`src/rtl/ps2_pkg.sv`:
```
// Shared types and constants for the PS/2 keyboard receiver.
package ps2_pkg;

    typedef enum logic [1:0] {
        IDLE   = 2'd0,
        DATA   = 2'd1,
        PARITY = 2'd2,
        STOP   = 2'd3
    } ps2_state_t;

    localparam logic [7:0] PS2_EXT = 8'hE0;
    localparam logic [7:0] PS2_BRK = 8'hF0;
    localparam logic [7:0] KB_NONE = 8'h00;

endpackage

```
`src/rtl/ps2_line_filter.sv`:
```
// Synchronizes both PS/2 pins and accepts a level only after FILTER_LEN
// identical samples; pulses fall_tick_o on each accepted clock 1->0 edge.
module ps2_line_filter #(
    parameter int FILTER_LEN = 4
) (
    input  logic clk,
    input  logic reset,
    input  logic ps2_clk_i,
    input  logic ps2_data_i,
    output logic data_o,
    output logic fall_tick_o
);

    // Index 0 is the PS/2 clock line, index 1 the data line.
    logic [1:0]                 meta_q;
    logic [1:0]                 sync_q;
    logic [1:0][FILTER_LEN-1:0] hist_q;
    logic [1:0]                 filt_q;
    logic                       fall_q;

    // NOTE: sequential state uses non-blocking (<=) so every register samples
    // the pre-edge values; blocking here would create order-dependent races.
    always_ff @(posedge clk) begin
        if (!reset) begin
            meta_q <= 2'b11;
            sync_q <= 2'b11;
            hist_q <= '1;
            filt_q <= 2'b11;
            fall_q <= 1'b0;
        end else begin
            meta_q <= {ps2_data_i, ps2_clk_i};
            sync_q <= meta_q;
            for (int i = 0; i < 2; i++) begin
                hist_q[i] <= {hist_q[i][FILTER_LEN-2:0], sync_q[i]};
                if (&hist_q[i]) begin
                    filt_q[i] <= 1'b1;
                end else if (~|hist_q[i]) begin
                    filt_q[i] <= 1'b0;
                end
            end
            // Pulse in the same cycle the filtered clock drops to 0.
            fall_q <= filt_q[0] && (~|hist_q[0]);
        end
    end

    assign data_o      = filt_q[1];
    assign fall_tick_o = fall_q;

endmodule

```
`src/rtl/ps2_keyboard_rx.sv`:
```
// PS/2 keyboard receiver: frames bytes, decodes E0/F0 prefixes and tracks
// the currently held key for the KB_CODE memory word.
module ps2_keyboard_rx
    import ps2_pkg::*;
#(
    parameter int FILTER_LEN     = 4,
    parameter int TIMEOUT_CYCLES = 50000
) (
    input  logic       clk,
    input  logic       reset,
    input  logic       ps2_clk,
    input  logic       ps2_data,
    output logic [7:0] kb_code,
    output logic       ev_valid,
    output logic [7:0] ev_code,
    output logic       ev_break,
    output logic       ev_ext,
    output logic       frame_err
);

    localparam int TW = (TIMEOUT_CYCLES > 2) ? $clog2(TIMEOUT_CYCLES) : 2;
    localparam logic [TW-1:0] TMO_LAST = TW'(TIMEOUT_CYCLES - 1);

    logic       data_s;
    logic       fall_tick;
    logic       stop_ok;

    ps2_state_t    state_q;
    logic [2:0]    bit_cnt_q;
    logic [7:0]    shift_q;
    logic          parity_q;
    logic          ext_q;
    logic          brk_q;
    logic [TW-1:0] tmo_q;
    logic [7:0]    kb_code_q;
    logic          ev_valid_q;
    logic [7:0]    ev_code_q;
    logic          ev_break_q;
    logic          ev_ext_q;
    logic          frame_err_q;

    ps2_line_filter #(
        .FILTER_LEN (FILTER_LEN)
    ) u_filter (
        .clk         (clk),
        .reset       (reset),
        .ps2_clk_i   (ps2_clk),
        .ps2_data_i  (ps2_data),
        .data_o      (data_s),
        .fall_tick_o (fall_tick)
    );

    // NOTE: a default assignment at the top of always_comb keeps every path
    // driven, so no latch is inferred.
    always_comb begin
        stop_ok = 1'b0;
        if (data_s && (^{shift_q, parity_q})) begin
            stop_ok = 1'b1;
        end
    end

    always_ff @(posedge clk) begin
        if (!reset) begin
            state_q     <= IDLE;
            bit_cnt_q   <= 3'd0;
            shift_q     <= 8'h00;
            parity_q    <= 1'b0;
            ext_q       <= 1'b0;
            brk_q       <= 1'b0;
            tmo_q       <= '0;
            kb_code_q   <= KB_NONE;
            ev_valid_q  <= 1'b0;
            ev_code_q   <= 8'h00;
            ev_break_q  <= 1'b0;
            ev_ext_q    <= 1'b0;
            frame_err_q <= 1'b0;
        end else begin
            ev_valid_q  <= 1'b0;
            frame_err_q <= 1'b0;

            if (fall_tick) begin
                tmo_q <= '0;
                unique case (state_q)
                    IDLE: begin
                        if (!data_s) begin
                            state_q   <= DATA;
                            bit_cnt_q <= 3'd0;
                        end
                    end
                    DATA: begin
                        shift_q   <= {data_s, shift_q[7:1]};
                        bit_cnt_q <= bit_cnt_q + 3'd1;
                        if (bit_cnt_q == 3'd7) begin
                            state_q <= PARITY;
                        end
                    end
                    PARITY: begin
                        parity_q <= data_s;
                        state_q  <= STOP;
                    end
                    STOP: begin
                        state_q <= IDLE;
                        if (!stop_ok) begin
                            frame_err_q <= 1'b1;
                            ext_q       <= 1'b0;
                            brk_q       <= 1'b0;
                        end else if (shift_q == PS2_EXT) begin
                            ext_q <= 1'b1;
                        end else if (shift_q == PS2_BRK) begin
                            brk_q <= 1'b1;
                        end else begin
                            ev_valid_q <= 1'b1;
                            ev_code_q  <= shift_q;
                            ev_break_q <= brk_q;
                            ev_ext_q   <= ext_q;
                            ext_q      <= 1'b0;
                            brk_q      <= 1'b0;
                            // A break only clears the held key if it names that key.
                            if (!brk_q) begin
                                kb_code_q <= shift_q;
                            end else if (shift_q == kb_code_q) begin
                                kb_code_q <= KB_NONE;
                            end
                        end
                    end
                    default: state_q <= IDLE;
                endcase
            end else if (state_q == IDLE) begin
                tmo_q <= '0;
            end else if (tmo_q == TMO_LAST) begin
                frame_err_q <= 1'b1;
                state_q     <= IDLE;
                ext_q       <= 1'b0;
                brk_q       <= 1'b0;
                tmo_q       <= '0;
            end else begin
                tmo_q <= tmo_q + TW'(1);
            end
        end
    end

    assign kb_code   = kb_code_q;
    assign ev_valid  = ev_valid_q;
    assign ev_code   = ev_code_q;
    assign ev_break  = ev_break_q;
    assign ev_ext    = ev_ext_q;
    assign frame_err = frame_err_q;

endmodule

```
`config.mk`:
```
export PLATFORM = sky130hd
export DESIGN_NAME = ps2_keyboard_rx
export DESIGN_NICKNAME = d
export VERILOG_FILES = /design/src/rtl/ps2_pkg.sv /design/src/rtl/ps2_line_filter.sv /design/src/rtl/ps2_keyboard_rx.sv
export SDC_FILE = /design/constraint.sdc
export NUM_CORES = 1
export LEC_CHECK = 0
export BUFFER_PORTS_ARGS = -buffer_cell sky130_fd_sc_hd__buf_2
export CORE_MARGIN = 5
export CORE_UTILIZATION = 60
export CTS_BUF_LIST = sky130_fd_sc_hd__clkbuf_4
export DETAILED_ROUTE_END_ITERATION = 10
export PLACE_DENSITY = 0.82
export SYNTH_ARGS = -nofsm -noshare
export SYNTH_HDL_FRONTEND = slang
export SYNTH_SLANG_ARGS = --single-unit
```
`constraint.sdc`:
```
create_clock -name clk -period 2.5 [get_ports clk]
set_input_delay 0.625 -clock clk [delete_from_list [all_inputs] [get_ports clk]]
set_output_delay 0.625 -clock clk [all_outputs]
set_load 0.02 [all_outputs]
```
==> results.ini <==
[cts]
ctsResizeCount=0
tritoncts=done
hold_buffers=0
cts_max_level=3
path_clk_slew_ns=0.11
post_cts_buffers=0
cts_root_buf=clkbuf_4
clock_latency_ns=0.41
cts_buffers=9
clock_path_buffers=2
clock-sinks=67

[synth]
synth_cell_types=35
ys_warn_count=0
synthCells=315
syn_avg_cell_area_sq_um=9.43
yosys_register_bits=67
syn_nets=326
syn-cell-area_sq_um=2970
yosysSeqAreaShare_pct=45.2

[finish]
final_cell_mix=67 x dfxtp_1, 31 x nand2_1, 23 x buf_2, 22 x nor2_1, 19 x nand3_1
final_layout_size_suffix_gt1_share_pct=17.1
stdcell_count=407
antenna_cells=0
nNetsFinal=346
fillerInstances=401
area_growth_pct=9.27
design_area_sq_um=3250
layout_commonest_cell=dfxtp_1

[global_routing]
grt_pass1_vias=2113
grt_max_degree=28
grt_pass1_wl_mm=9.88
antenna_found_initial=0
overflow=0
grt_use_total_pct=19.9

[detailed_routing]
final_antenna_net_count=0
vias_per_cell=5.45
post_drt_wl_per_cell_microns=13.9
dr.pass1.iters=5
dr.first_iter.drc_count=173
totalWireLength_mm=5.65
drc_errors=0
num_vias=2218

[critical_path]
cp.required_ns=2.80
critical_path.cell_chain=xor2_1 -> xnor3_1 -> mux2i_2 -> buf_4 -> and2_4 -> o21ai_2
end_kind=flop
worst-path-max-fanout=20
critical-path-max-stage-delay_ns=0.48
cp_slowest_cell=dfxtp_1
cp.arrival_ns=2.37
path_class=reg2reg
worst_setup_path_start_kind=flop

[placement]
place_ws_ns=0.438
place_inst=391
dpl.hpwl_mm=3.88
place_congestion=0.813
io_buffers=23
place_area_sq_um=3130

[sta]
post-route-min-period_ns=2.06
slew_viol_final=0
finalHoldViolations=0
fin_tns_setup_ns=0
rsz0062_at_grt=no
worstMarginPinSlew_ns=0.597
worst_slack_ns=0.437
fin_worst_skew_ns=0.0102
fmax_mhz=485
max_slew_margin_pct=60.1
fin_crit_sh_pct=82.5
setup_viol=0

[power]
p_leak_nw=1.21
worst_ir_drop_vdd_v=0.000428
power_density_nw_per_um2=526

[floorplan]
dieWidth_microns=80.4
die_h_microns=80.4
die-area_sq_um=6460
ios=24
core-area_sq_um=4750
start_util_pct=62.5
row_count=25

[run_status]
run_status=finished, final reports clean

[run]
max_cap_violations=0

[worst_hold_path]
min_path_type=in2reg

==> worst paths after layout <==
path	startpoint	end	slack, ns	cells after the start
worst max-delay path	shift_q[2]	kb_code[2]	0.44	6
worst min register to register	u_filter.sync_q[1]	u_filter.hist_q[4]	0.42	1
worst min-delay path	ps2_data	u_filter.meta_q[1]	0.39	2
worst max register to register	shift_q[2]	kb_code[2]	0.44	6
==> power breakdown <==
part / switching, W / total (W) / leakage, nW / internal (W)
Clock: 0.000393 / 0.000608 / 0.0588 / 0.000215
Sequential: 0.00000171 / 0.00107 / 0.541 / 0.00107
Combinational: 0.0000141 / 0.0000252 / 0.608 / 0.0000112
Total: 0.000409 / 0.00171 / 1.21 / 0.00130
==> critical path, delay by kind of cell, from the launching register on <==
kind	cells	cell delay, ns
AO/OA/AOI/OAI	1	0.08
AND/OR/NAND/NOR	1	0.29
multiplexers	1	0.18
buffers and inverters	1	0.30
XOR/XNOR	2	0.63
flip-flops	1	0.48
==> sequential cells by signal, indices dropped and copies added (netlist names) <==
signal,cells
bit_cnt_q,3
brk_q,1
ev_break,1
ev_code,8
ev_ext,1
ev_valid,1
ext_q,1
frame_err,1
kb_code,8
parity_q,1
shift_q,8
state_q,2
tmo_q,16
u_filter.fall_tick_o,1
u_filter.filt_q,2
u_filter.hist_q,8
u_filter.meta_q,2
u_filter.sync_q,2
==> cell type report <==
type	count	area, sq um	share of cell area [%]
Clock inverter	6	41.3	1.27
Clock buffer	10	75.1	2.31
Inverter	5	18.8	0.578
Tap cell	67	83.8	2.58
Sequential cell	67	1340	41.3
Timing Repair Buffer	31	175	5.40
Multi-Input combinational cell	221	1510	46.5
==> routing by layer <==
metal / up-vias / wire [microns] / part of all wire [%] / global-route usage [%]
met2: 50 / 2680 / 47 / 31.6
met1: 1040 / 2620 / 46 / 24.9
li1: 1114 / - / - / -
met3: 14 / 235 / 4.2 / 4.26
met5: - / 0 / 0 / 0
met4: 0 / 116 / 2.1 / 11.1
==> synth_stat cells <==
| library cell | number | share of area [%] |
|---|---|---|
| nor2b_1 | 12 | 2.5 |
| buf_6 | 2 | 0.76 |
| and2_4 | 1 | 0.29 |
| nand4_1 | 7 | 1.5 |
| o21ai_0 | 6 | 1.0 |
| or3_1 | 2 | 0.42 |
| xnor2_1 | 15 | 4.4 |
| xor3_1 | 1 | 0.80 |
| mux2i_1 | 13 | 4.4 |
| xnor3_1 | 2 | 1.5 |
| dfxtp_1 | 67 | 45 |
| o2111ai_1 | 2 | 0.59 |
| inv_1 | 5 | 0.63 |
| nand4b_1 | 8 | 2.4 |
| clkbuf_1 | 13 | 1.6 |
| nand3_1 | 19 | 3.2 |
| xor2_1 | 11 | 3.2 |
| buf_2 | 5 | 0.84 |
| a32oi_1 | 1 | 0.29 |
| o21ai_2 | 8 | 2.4 |
| buf_1 | 2 | 0.25 |
| nor4_1 | 3 | 0.63 |
| nor2_1 | 22 | 2.8 |
| ha_1 | 7 | 2.9 |
| a21boi_0 | 12 | 3.0 |
| and3_1 | 6 | 1.3 |
| and2_1 | 4 | 0.84 |
| or3b_2 | 1 | 0.29 |
| a21oi_1 | 4 | 0.67 |
| nand2_1 | 31 | 3.9 |
| and4_1 | 3 | 0.88 |
| and3b_1 | 2 | 0.59 |
| a31oi_1 | 3 | 0.63 |
| nand4bb_1 | 1 | 0.38 |
| nand2b_1 | 14 | 2.9 |
==> cell families after synthesis <==
logic type      synth area share [%]
simple gates                    24.8
flops                           45.2
compound gates                  8.59
xor+xnor                        9.98
buf+inv                         4.13
mux                             4.38
fa+ha+maj                       2.95
==> metrics by stage <==
step                utilization [%]  power [W]  hold WS, ns
CTS                            68.3    0.00173        0.371
detailed placement             65.8    0.00112        0.397
finish                         68.3    0.00171        0.393
global route                   68.3    0.00179        0.387
global placement               65.8    0.00112        0.391
floorplan                         -    0.00112        0.386
(Power assumes the default switching activity.)
